$ cat src/rtl/servo_pwm_gen.sv
// Servo PWM generator: fixed-length frames whose high time equals servo_position.
// Position commands are buffered and take effect only on the frame wrap edge.
module servo_pwm_gen #(
    parameter int unsigned PERIOD  = 2_000_000,
    parameter int unsigned PW_MIN  = 100_000,
    parameter int unsigned PW_MAX  = 200_000,
    parameter int unsigned PW_INIT = 150_000,
    parameter int unsigned STEP    = 1_000
) (
    input  logic        CLK,
    input  logic        RST,
    input  logic        cmd_inc,
    input  logic        cmd_dec,
    input  logic        cmd_set,
    input  logic [31:0] set_value,
    output logic        SERVO,
    output logic [31:0] servo_position,
    output logic        frame_start,
    output logic        pending,
    output logic        limit_min,
    output logic        limit_max
);

    // state    | meaning
    // ST_WAIT  | reset just released, first frame begins on the next edge
    // ST_RUN   | frames running, cnt walks 0..PERIOD-1
    typedef enum logic {ST_WAIT, ST_RUN} state_t;
    typedef enum logic [1:0] {CMD_INC, CMD_DEC, CMD_SET} cmd_t;

    localparam int CW = (PERIOD > 1) ? $clog2(PERIOD) : 1;
    localparam logic [CW-1:0] CNT_LAST = CW'(PERIOD - 1);
    localparam logic [32:0]   STEP33   = 33'(STEP);
    localparam logic [32:0]   MIN33    = 33'(PW_MIN);
    localparam logic [32:0]   MAX33    = 33'(PW_MAX);

    state_t          state;
    logic [CW-1:0]   cnt;
    cmd_t            pend_type;
    logic [31:0]     pend_target;

    logic            new_cmd;
    cmd_t            new_type;
    logic            wrap;
    cmd_t            eff_type;
    logic [31:0]     eff_target;
    logic [32:0]     base;
    logic [32:0]     raw;
    logic [31:0]     clamped;
    logic [31:0]     pos_next;
    logic [CW-1:0]   cnt_next;

    always_comb begin
        new_cmd  = cmd_set | (cmd_inc ^ cmd_dec);
        new_type = CMD_DEC;
        if (cmd_set)
            new_type = CMD_SET;
        else if (cmd_inc)
            new_type = CMD_INC;

        wrap = (state == ST_RUN) && (cnt == CNT_LAST);

        // A command arriving in the last cycle of a frame wins over the buffered one.
        eff_type   = new_cmd ? new_type : pend_type;
        eff_target = new_cmd ? set_value : pend_target;

        base = {1'b0, servo_position};
        case (eff_type)
            CMD_INC: raw = base + STEP33;
            CMD_DEC: raw = (base >= STEP33) ? base - STEP33 : 33'd0;
            CMD_SET: raw = {1'b0, eff_target};
            default: raw = base;
        endcase

        if (raw < MIN33)
            clamped = 32'(PW_MIN);
        else if (raw > MAX33)
            clamped = 32'(PW_MAX);
        else
            clamped = raw[31:0];

        pos_next = (wrap && (new_cmd || pending)) ? clamped : servo_position;

        cnt_next = '0;
        if ((state == ST_RUN) && !wrap)
            cnt_next = cnt + CW'(1);
    end

    always_ff @(posedge CLK or posedge RST) begin
        if (RST) begin
            state          <= ST_WAIT;
            cnt            <= '0;
            servo_position <= 32'(PW_INIT);
            SERVO          <= 1'b0;
            frame_start    <= 1'b0;
            pending        <= 1'b0;
            pend_type      <= CMD_INC;
            pend_target    <= '0;
        end else begin
            state          <= ST_RUN;
            cnt            <= cnt_next;
            servo_position <= pos_next;
            frame_start    <= (cnt_next == '0);
            // Compare against the next count and width so SERVO lines up with cnt.
            SERVO          <= (32'(cnt_next) < pos_next);
            if (wrap) begin
                pending <= 1'b0;
            end else if (new_cmd) begin
                pending     <= 1'b1;
                pend_type   <= new_type;
                pend_target <= set_value;
            end
        end
    end

    assign limit_min = (servo_position == 32'(PW_MIN));
    assign limit_max = (servo_position == 32'(PW_MAX));

endmodule

$ cat config.mk
export PLATFORM = sky130hd
export DESIGN_NAME = servo_pwm_gen
export DESIGN_NICKNAME = d
export VERILOG_FILES = /design/src/rtl/servo_pwm_gen.sv
export SDC_FILE = /design/constraint.sdc
export NUM_CORES = 1
export LEC_CHECK = 0
export BUFFER_PORTS_ARGS = -buffer_cell sky130_fd_sc_hd__buf_2
export CORE_MARGIN = 2
export CORE_UTILIZATION = 60
export DETAILED_ROUTE_END_ITERATION = 7
export GPL_TIMING_DRIVEN = 0
export HOLD_SLACK_MARGIN = 0.03
export PLACE_DENSITY = 0.87
export SYNTH_ARGS = -nofsm -noshare
export SYNTH_HDL_FRONTEND = slang
export SYNTH_SLANG_ARGS = --single-unit
export TNS_END_PERCENT = 1
$ cat constraint.sdc
create_clock -name CLK -period 6.8 [get_ports CLK]
set_input_delay 1.36 -clock CLK [delete_from_list [all_inputs] [get_ports CLK]]
set_output_delay 1.36 -clock CLK [all_outputs]
set_load 0.01 [all_outputs]
==> flow_metrics.py, run 1 <==
metrics = {
    "grt": {
        "overflow": 0,
        "grt_pass1_wl_mm": 37.9,
        "grt_pass1_vias": 7049,
        "grt.total_usage_pct": 38.5,
        "grt_max_degree": 64,
        "antenna_found_initial": 1,
    },
    "sta": {
        "finalHoldViolations": 0,
        "period_share_pct": 95.3,
        "max-slew-margin-rel_pct": 31.2,
        "fin_setup_tns_ps": 0,
        "fin_skew_ps": 4.91,
        "setup_slack_ps": 317,
        "worst_pin_slew_ps": 1030,
        "finalCriticalPeriod_ps": 6480,
        "max_clock_freq_ghz": 0.154,
        "rsz0062_at_grt": "false",
        "slew_viol_final": 0,
        "setup_viol": 0,
    },
    "synth": {
        "synth_edf_count": 0,
        "synth_compound_area_share_pct": 22.3,
        "ys_seq_area_share_pct": 31.9,
        "syn_nets": 911,
        "syn_inst": 851,
        "synthSimpleGateAreaFrac_pct": 25.6,
        "synth_seq_cells": 91,
        "synth_ff_type": "dfrtp_1",
        "yosys.cell_types.count": 88,
        "synth_area_sq_um": 7170,
        "muxShareOfSynthArea_pct": 6.12,
        "synth_top_family_by_area": "simple AND/OR/NAND/NOR gates",
        "ys_async_sr_fraction_pct": 100,
        "yosysWarningCount": 0,
        "avgSynthCellArea_sq_um": 8.43,
        "synthAdderAreaFrac_pct": 4.01,
        "synth_xor_area_share_pct": 4.76,
    },
    "run": {
        "cap_violations": 0,
    },
    "power": {
        "intPower_mw": 1.02,
        "switching_share_pct": 30.8,
        "power.leakage_nw": 3.49,
        "p_switching_mw": 0.453,
        "powerDensity_nw_per_um2": 182,
        "combPwrFrac_pct": 22.7,
        "vdd_drop_max_mv": 0.116,
        "clockPowerShare_pct": 37.3,
        "totalPowerFinal_mw": 1.47,
        "seqPwrFrac_pct": 40.1,
    },
    "worst_setup_path": {
        "critPathLaunchType": "input pin",
        "r2r_slack_ps": 380,
        "cp_max_fo": 10,
        "end_kind": "flip-flop",
        "r2r-start": "servo_position[19]$_DFF_PP0_",
        "cp_slowest_cell": "clkbuf_1",
        "crit_type": "input pin to flip-flop",
        "slowest_delay_ps": 490,
        "cp_num_cells": 20,
        "r2r-end": "SERVO$_DFF_PP0_",
        "cp_num_buf_inv": 4,
        "reg2regPathDepth": 21,
        "path_cells": "clkbuf_1 > clkbuf_1 > clkbuf_2 > buf_1 > nor3_1 > a221oi_1 > nand3_1 > a211oi_1 > a211oi_1 > a21o_1 > a211oi_4 > nand2_1 > o21a_1 > ha_1 > nand2_1 > nor2_1 > o311ai_4 > a21oi_2 > o21ai_1 > a221o_1",
        "critPathLaunch": "cmd_set",
        "crit_family": "compound AO/OA/AOI/OAI gates",
        "worstPathRequired_ps": 7040,
        "cp.arrival_ps": 6730,
    },
    "die": {
        "io_pins": 74,
        "initial_utilization_pct": 62.0,
        "coreArea_sq_um": 11600,
        "fp.dieArea_sq_um": 12800,
        "die_w_microns": 113,
        "rows": 39,
        "fp.dieH_microns": 113,
    },
    "placed_design": {
        "placed_cells": 1067,
        "dpl_cell_area_sq_um": 7740,
        "dp_slack_ps": 11.1,
        "io_buffer_count": 72,
        "hpwlAfterDp_mm": 18.3,
        "gp_congestion": 1.03,
    },
    "clock_network": {
        "cts_tree": "built",
        "cts-htree-levels": 3,
        "cts_sinks": 91,
        "numCtsBuffers": 9,
        "clk-insertion-delay-late_ps": 360,
        "cts_buffer_depth": 2,
        "path_clk_slew_ps": 70,
        "cts_root_buffer": "clkbuf_16",
    },
    "layout": {
        "fill_cells": 958,
        "layout-area-overhead-vs-synth_pct": 12.4,
        "stdcell_count": 1082,
        "layout_commonest_cell": "nor2_1",
        "stdcell_area_sq_um": 8060,
        "antenna_cells": 0,
        "layout-drive-gt1-share_pct": 17.1,
        "final_cell_mix": "nor2_1, dfrtp_1, nand2_1",
        "layout.nets": 995,
    },
    "worst_hold_path": {
        "hold_start": "pend_target[4]$_DFFE_PP0N_",
        "hold_path.class": "flip-flop to flip-flop",
        "holdPathStages": 1,
        "hold_end": "pend_target[4]$_DFFE_PP0N_",
    },
    "routing": {
        "vias": 7430,
        "dr.pass1.iters": 6,
        "drc_errors": 0,
        "via_per_inst": 6.87,
        "postRouteAntennaNets": 0,
        "wl_mm": 24.1,
        "avgRoutedWirePerCell_microns": 22.3,
        "drt_iter0_markers": 1117,
    },
    "status": {
        "status": "finished clean",
    },
}
## metrics by stage
| step | hold slack, ps | util (%) |
|---|---|---|
| 3_3_place_gp | 486 | 66.7 |
| 2_1_floorplan | 475 | - |
| 3_5_place_dp | 493 | 66.9 |
| 6_report | 506 | 69.7 |
| 5_1_grt | 522 | 69.7 |
| 4_1_cts | 507 | 69.7 |
## state kept, by name (all words and copies together) (netlist names)
name / cells
SERVO: 1
cnt: 21
frame_start: 1
pend_target: 32
pend_type: 2
pending: 1
servo_position: 32
state: 1
## per-layer routing
metal  global-route usage [%]  vias up  routed length, microns
met5                        0        -                      19
met4                     20.4        2                    1200
met3                     8.03      100                    2470
met2                     57.9      506                   10600
met1                     52.3     3498                    9890
li1                         -     3324                       -
## what timing repair did
action	CTS	global route
hold endpoints to repair	0	0
hold buffers	0	0
setup endpoints to repair	0	1
resized for setup	0	2
buffers inserted	0	0
## worst register-to-register path, cell delays in order (launching register included)
cell and delay [ps]:
dfrtp_1 520, or4_1 540, clkbuf_1 220, or4_4 590, o31ai_4 530, o21ai_4 180, buf_6 230, buf_6 170
o31ai_4 330, o311ai_1 150, o211ai_1 210, nand4_1 220, a211oi_4 490, nand2_1 210, o21a_1 300, ha_1 310
nand2_1 80, nor2_1 210, o311ai_4 150, a21oi_2 170, o21ai_1 140, a221o_1 370
## cell usage after synthesis (all sizes together) (8+ instances only)
| cell | instances | area [sq um] |
|---|---|---|
| inv | 34 | 128 |
| xnor2 | 15 | 131 |
| dfstp | 8 | 210 |
| o21ai | 34 | 181 |
| a21o | 10 | 76.3 |
| dfrtp | 83 | 2080 |
| o31ai | 13 | 125 |
| o211ai | 14 | 105 |
| buf | 9 | 77.6 |
| a211oi | 12 | 103 |
| and3 | 14 | 87.6 |
| clkbuf | 46 | 173 |
| nand3 | 29 | 145 |
| a31oi | 15 | 93.8 |
| o21a | 11 | 90.1 |
| a21oi | 36 | 184 |
| or3 | 13 | 81.3 |
| ha | 23 | 288 |
| nand2 | 75 | 282 |
| xor2 | 24 | 210 |
| and2 | 22 | 140 |
| nor3 | 23 | 115 |
| or4 | 10 | 82.6 |
| mux2 | 31 | 349 |
| nor4 | 17 | 106 |
| nand2b | 11 | 76.3 |
| nor2 | 87 | 327 |
| mux2i | 9 | 90.1 |
| nand4 | 17 | 106 |
## kinds of logic (layout without fill, tap and decap cells)
family	count (synthesis)	in the layout
buffers and inverters	89	177
multiplexers	40	40
other	1	1
flip-flops	91	91
AO/OA/AOI/OAI	215	215
XOR/XNOR	39	39
AND/OR/NAND/NOR	353	353
adder cells (fa/ha/maj)	23	23
## power groups by stage
stage	clock network (mW)	registers (mW)	logic, mW
finish	0.548	0.588	0.333
floorplan	0	0.594	0.223
CTS	0.550	0.587	0.321
global placement	0	0.596	0.314
detailed placement	0	0.597	0.319
global route	0.575	0.591	0.357
## layout make-up
cell class | instances | area, sq um | area share (%)
Buffer | 55 | 251 | 3.12
Clock buffer | 10 | 229 | 2.84
Clock inverter | 5 | 87.6 | 1.09
Inverter | 34 | 130 | 1.61
Multi-Input combinational cell | 671 | 4510 | 55.9
Sequential cell | 91 | 2290 | 28.4
Tap cell | 143 | 179 | 2.22
Timing Repair Buffer | 73 | 388 | 4.81
## how the worst max path moves through the flow
stage	to	slack, ps
global placement	SERVO$_DFF_PP0_	40
detailed placement	SERVO$_DFF_PP0_	10
CTS	SERVO$_DFF_PP0_	360
global route	SERVO$_DFF_PP0_	1
finish	SERVO$_DFF_PP0_	320
floorplan	SERVO$_DFF_PP0_	1330
Power figures use the tool's default switching activity.
==> inputs of run 2 (changes only) <==
ABC_AREA = 1   (was not set)
PLACE_DENSITY = 0.86   (was 0.87)
SKIP_CTS_REPAIR_TIMING = 1   (was not set)
==> run 2 against run 1 <==
Design area grew 11%. Maximum frequency grew 28%. Die area grew 12%.
==> flow_metrics.py, run 2 <==
metrics = {
    "status": {
        "status": "finished clean",
    },
    "grt": {
        "grt_max_degree": 62,
        "antenna_found_initial": 0,
        "grt.total_usage_pct": 38.9,
        "grt_pass1_vias": 8430,
        "overflow": 0,
        "grt_pass1_wl_mm": 43.4,
    },
    "power": {
        "power.leakage_nw": 4.82,
        "powerDensity_nw_per_um2": 155,
        "vdd_drop_max_mv": 0.142,
    },
    "layout": {
        "regArea_sq_um": 2290,
        "final_cell_mix": "nand2_1, nor2_1, inv_1",
        "stdcell_area_sq_um": 8970,
        "layout-drive-gt1-share_pct": 14.1,
        "layout-area-overhead-vs-synth_pct": 11.5,
        "reg_top3": "pend_target x32, servo_position x32, cnt x21",
        "multi_input_comb_area_sq_um": 4860,
        "layout_commonest_cell": "nand2_1",
        "layout.nets": 1466,
        "fill_cells": 1195,
        "antenna_cells": 0,
    },
    "worst_hold_path": {
        "holdPathStages": 2,
        "hold_end": "pend_target[12]$_DFFE_PP0N_",
        "hold_start": "pend_target[12]$_DFFE_PP0N_",
        "hold_path.class": "flip-flop to flip-flop",
    },
    "sta": {
        "worst_pin_slew_ps": 725,
        "finalHoldViolations": 0,
        "fin_skew_ps": 7.09,
        "period_share_pct": 74.6,
        "max-slew-margin-rel_pct": 51.7,
        "rsz0062_at_grt": "false",
        "setup_viol": 0,
        "slew_viol_final": 0,
        "fin_setup_tns_ps": 0,
        "max_clock_freq_ghz": 0.197,
        "finalCriticalPeriod_ps": 5070,
    },
    "die": {
        "initial_utilization_pct": 61.0,
        "die_w_microns": 120,
        "fp.dieArea_sq_um": 14400,
        "io_pins": 74,
        "fp.dieH_microns": 120,
        "coreArea_sq_um": 13200,
        "rows": 42,
    },
    "synth": {
        "yosysWarningCount": 0,
        "ys_async_sr_fraction_pct": 100,
        "synth_area_leaders": "dfrtp_1, nand2_1, nor2_1, inv_1, o21ai_0",
        "synth_edf_count": 0,
        "yosys.cell_types.count": 49,
        "synth_top_area_share_pct": 25.8,
        "avgSynthCellArea_sq_um": 6.09,
        "syn_inst": 1321,
        "synth_ff_type": "dfrtp_1",
        "ys_top_cells_by_count": "nand2_1, nor2_1, inv_1, o21ai_0, nand3_1",
        "synth_most_common_cell": "nand2_1",
        "syn_nets": 1381,
        "synth_area_sq_um": 8050,
        "yosysTopAreaCell": "dfrtp_1",
        "ys_seq_area_share_pct": 28.4,
        "synth_seq_cells": 91,
    },
    "worst_setup_path": {
        "worstPathRequired_ps": 7040,
        "crit_type": "input pin to flip-flop",
        "cp_max_fo": 10,
        "path_common_cell": "nand2_1",
        "cp.arrival_ps": 5310,
        "cp_num_buf_inv": 4,
        "cp_slowest_cell": "clkbuf_1",
        "critPathLaunchType": "input pin",
        "r2r_slack_ps": 2190,
        "slowest_delay_ps": 600,
        "r2r-start": "servo_position[4]$_DFF_PP1_",
        "r2r-end": "SERVO$_DFF_PP0_",
        "reg2regPathDepth": 25,
        "crit_family": "simple AND/OR/NAND/NOR gates",
        "end_kind": "flip-flop",
    },
    "routing": {
        "wl_mm": 27.2,
        "dr.pass1.iters": 5,
        "drt_iter0_markers": 992,
        "postRouteAntennaNets": 0,
        "vias": 9011,
        "drc_errors": 0,
        "avgRoutedWirePerCell_microns": 17.1,
        "via_per_inst": 5.68,
    },
    "placed_design": {
        "io_buffer_count": 73,
        "dpl_cell_area_sq_um": 8660,
        "hpwlAfterDp_mm": 21.4,
        "gp_congestion": 1.02,
    },
    "clock_network": {
        "cts_sinks": 91,
        "cts-htree-levels": 3,
        "cts_tree": "built",
        "cts_buffer_depth": 2,
        "clk-insertion-delay-late_ps": 360,
        "cts_root_buffer": "clkbuf_16",
        "numCtsBuffers": 9,
        "path_clk_slew_ps": 70,
    },
    "run": {
        "cap_violations": 0,
    },
}
run 2: worst max-delay path by stage:
stage,startpoint,endpoint,slack [ps],depth (start not counted)
floorplan,cmd_inc,SERVO$_DFF_PP0_,2560,27
global placement,cmd_inc,SERVO$_DFF_PP0_,1480,32
detailed placement,cmd_inc,SERVO$_DFF_PP0_,1450,32
CTS,cmd_inc,SERVO$_DFF_PP0_,1800,32
global route,cmd_inc,SERVO$_DFF_PP0_,1320,27
finish,cmd_inc,SERVO$_DFF_PP0_,1730,25
run 2: kinds of logic after synthesis:
kind of cell / after synthesis / share of synthesized area, %
xor gates and xnor gates: 10 / 1.09
AOI/OAI and AO/OA: 156 / 10.6
other: 1 / 0.0466
adders and majority gates: 23 / 3.58
and+or+nand+nor: 822 / 45.1
buffers and inverters: 218 / 11.2
DFF: 91 / 28.4
run 2: worst register-to-register path, delay by kind of cell, from the launching register on:
| family | cells | cell delay [ps] |
|---|---|---|
| and+or+nand+nor | 17 | 1880 |
| buffers and inverters | 2 | 210 |
| DFF | 1 | 590 |
| adders and majority gates | 2 | 570 |
| AOI/OAI and AO/OA | 4 | 1230 |
run 2: area by class of cell:
cell class	count	share of cell area, %
multi-input cells	1012	54.2
repair buffers	74	4.38
clock inverters	6	0.781
clock buffers	10	2.66
inverters	178	7.49
plain buffers	40	2.54
flip-flops and latches	91	25.5
well taps	176	2.46
run 2: power by group:
group,switching (mW),internal [mW]
registers,0.0126,0.567
clock network,0.230,0.299
logic,0.191,0.0868
run 2: per-layer routing:
metal	routed length, microns	GRT usage, %
met1	11300	50.7
met2	12600	63.9
met3	2220	6.51
met4	1080	17.1
met5	0	0
run 2: per-stage QoR:
step | hold WS (ps) | instances | power [mW] | setup slack [ps] | util, %
2_1_floorplan | 444 | 1321 | 0.773 | 2560 | -
3_3_place_gp | 458 | 1570 | 0.852 | 1480 | 65.4
3_5_place_dp | 468 | 1571 | 0.859 | 1450 | 65.7
4_1_cts | 483 | 1587 | 1.38 | 1800 | 68.0
5_1_grt | 510 | 1587 | 1.44 | 1320 | 68.0
6_report | 482 | 1587 | 1.39 | 1730 | 68.0
==> inputs of run 3 (changes only) <==
ABC_AREA = 0   (was 1)
PLACE_DENSITY = 0.87   (was 0.86)
clock period = 4.9 ns   (was 6.8 ns; I/O delays follow)
==> run 3 against run 2 <==
The run now ends with setup timing left. First-iteration DRC count rose by 13%. Via count down 13%. Sequential share of layout area increased by 1.3 points. Core utilization rose by 6.0 points. Register-to-register slack got worse by 3100 ps. Critical endpoint unchanged. Largest cell class unchanged.
==> flow_metrics.py, run 3 (same netlist as run 1, synthesis figures left out) <==
metrics = {
    "status": {
        "status": "complete, but fails checks",
        "failed_checks": "setup timing",
    },
    "worst_setup_path": {
        "path_cells": "buf_6 > or4_4 > or4_4 > o31ai_4 > buf_4 > o21a_4 > buf_4 > a221oi_1 > or3_1 > and3_1 > and3b_2 > and2_4 > buf_8 > o31a_1 > ha_1 > nand4_1 > nor2_4 > o311ai_4 > a21oi_2 > o21ai_1 > a221o_1",
        "cp_max_fo": 8,
        "critPathLaunchType": "flip-flop",
        "slowest_delay_ps": 570,
        "worstPathRequired_ps": 5130,
        "crit_type": "flip-flop to flip-flop",
        "cp.arrival_ps": 6000,
        "cp_slowest_cell": "or4_4",
        "end_kind": "flip-flop",
    },
    "power": {
        "power.leakage_nw": 3.72,
        "vdd_drop_max_mv": 0.254,
        "powerDensity_nw_per_um2": 237,
        "totalPowerFinal_mw": 2.03,
    },
    "die": {
        "fp.dieH_microns": 113,
        "rows": 39,
        "fp.dieArea_sq_um": 12800,
        "initial_utilization_pct": 62.0,
        "coreArea_sq_um": 11600,
        "die_w_microns": 113,
        "io_pins": 74,
    },
    "layout": {
        "reg_top3": "pend_target x32, servo_position x32, cnt x21",
        "layout-area-overhead-vs-synth_pct": 19.2,
        "fin_util_pct": 74.0,
        "layout.nets": 1029,
        "stdcell_area_sq_um": 8550,
        "final_cell_mix": "nor2_1, dfrtp_1, nand2_1, buf_2, clkbuf_1",
        "layout_commonest_cell": "nor2_1",
        "layout-drive-gt1-share_pct": 24.8,
        "fill_cells": 877,
    },
    "clock_network": {
        "cts-htree-levels": 3,
        "cts_root_buffer": "clkbuf_16",
        "numCtsBuffers": 9,
        "cts_sinks": 91,
        "path_clk_slew_ps": 70,
        "clk-insertion-delay-late_ps": 360,
        "cts_tree": "built",
        "cts_buffer_depth": 2,
    },
    "grt": {
        "grt_max_degree": 62,
        "grt_pass1_vias": 7065,
        "grt_pass1_wl_mm": 39.1,
        "grt.total_usage_pct": 40.1,
        "antenna_found_initial": 0,
        "overflow": 0,
    },
    "sta": {
        "setup_slack_ps": -862,
        "worst_pin_slew_ps": 1020,
        "finalHoldViolations": 0,
        "max_clock_freq_ghz": 0.174,
        "finalCriticalPeriod_ps": 5760,
        "slew_viol_final": 0,
        "period_share_pct": 118,
        "max-slew-margin-rel_pct": 31.6,
        "setup_viol": 1,
        "fin_skew_ps": 6.00,
        "rsz0062_at_grt": "true",
    },
    "placed_design": {
        "io_buffer_count": 72,
        "hpwlAfterDp_mm": 19.1,
        "dpl_cell_area_sq_um": 7770,
        "gp_congestion": 1.04,
        "dp_slack_ps": -1430,
    },
    "routing": {
        "avgRoutedWirePerCell_microns": 23.6,
        "wl_mm": 26.4,
        "via_per_inst": 6.99,
        "postRouteAntennaNets": 0,
        "drc_errors": 0,
        "dr.pass1.iters": 6,
        "vias": 7823,
        "drt_iter0_markers": 1122,
    },
    "run": {
        "cap_violations": 0,
    },
    "worst_hold_path": {
        "hold_path.class": "flip-flop to flip-flop",
    },
}
[run 3: power by group]
part           internal, mW  leakage (nW)  switching [mW]
clock                 0.387         0.142           0.300
combinational         0.208          2.44           0.320
sequential            0.790          1.13          0.0273
total                  1.38          3.72           0.647
[run 3: final cells by class]
type | count | area, sq um | area share (%)
Clock buffer | 13 | 270 | 3.16
Tap cell | 143 | 179 | 2.09
Clock inverter | 3 | 21.3 | 0.249
Timing Repair Buffer | 110 | 677 | 7.91
Antenna cell | 2 | 5.00 | 0.0585
Buffer | 52 | 264 | 3.09
Multi-Input combinational cell | 671 | 4720 | 55.1
Sequential cell | 91 | 2290 | 26.8
Inverter | 34 | 130 | 1.52
[run 3: critical path, delay by kind of cell (launching register included)]
family	cells	cell delay, ps
buffers and inverters	4	570
and+or+nand+nor	8	2630
AOI/OAI and AO/OA	8	1640
adders and majority gates	1	370
DFF	1	400
[run 3: worst paths after layout]
check | from | end | slack [ps] | depth (start not counted)
setup / recovery | servo_position[12]$_DFF_PP0_ | SERVO$_DFF_PP0_ | -860 | 21
hold / removal | pend_target[2]$_DFFE_PP0N_ | pend_target[2]$_DFFE_PP0N_ | 510 | 1
setup reg to reg | servo_position[12]$_DFF_PP0_ | SERVO$_DFF_PP0_ | -860 | 21
hold reg to reg | pend_target[2]$_DFFE_PP0N_ | pend_target[2]$_DFFE_PP0N_ | 510 | 1
max in group asynchronous | RST | servo_position[11]$_DFF_PP1_ | 3570 | 3
min in group asynchronous | RST | pend_target[25]$_DFFE_PP0N_ | 630 | 2
[run 3: through the flow]
stage	TNS, ps	hold WS [ps]	instances
after floorplan	-148	475	851
after global placement	-2150	483	1066
after detailed placement	-3090	495	1067
after CTS	-1090	510	1083
after global routing	-972	520	1117
final	-862	508	1119
[run 3: routing by layer]
metal | track usage, % | vias up | routed length [microns]
li1 | - | 3402 | -
met2 | 61.7 | 636 | 11600
met4 | 16.4 | 0 | 1140
met3 | 9.43 | 113 | 3490
met1 | 54.6 | 3672 | 10100
met5 | 0 | - | 0
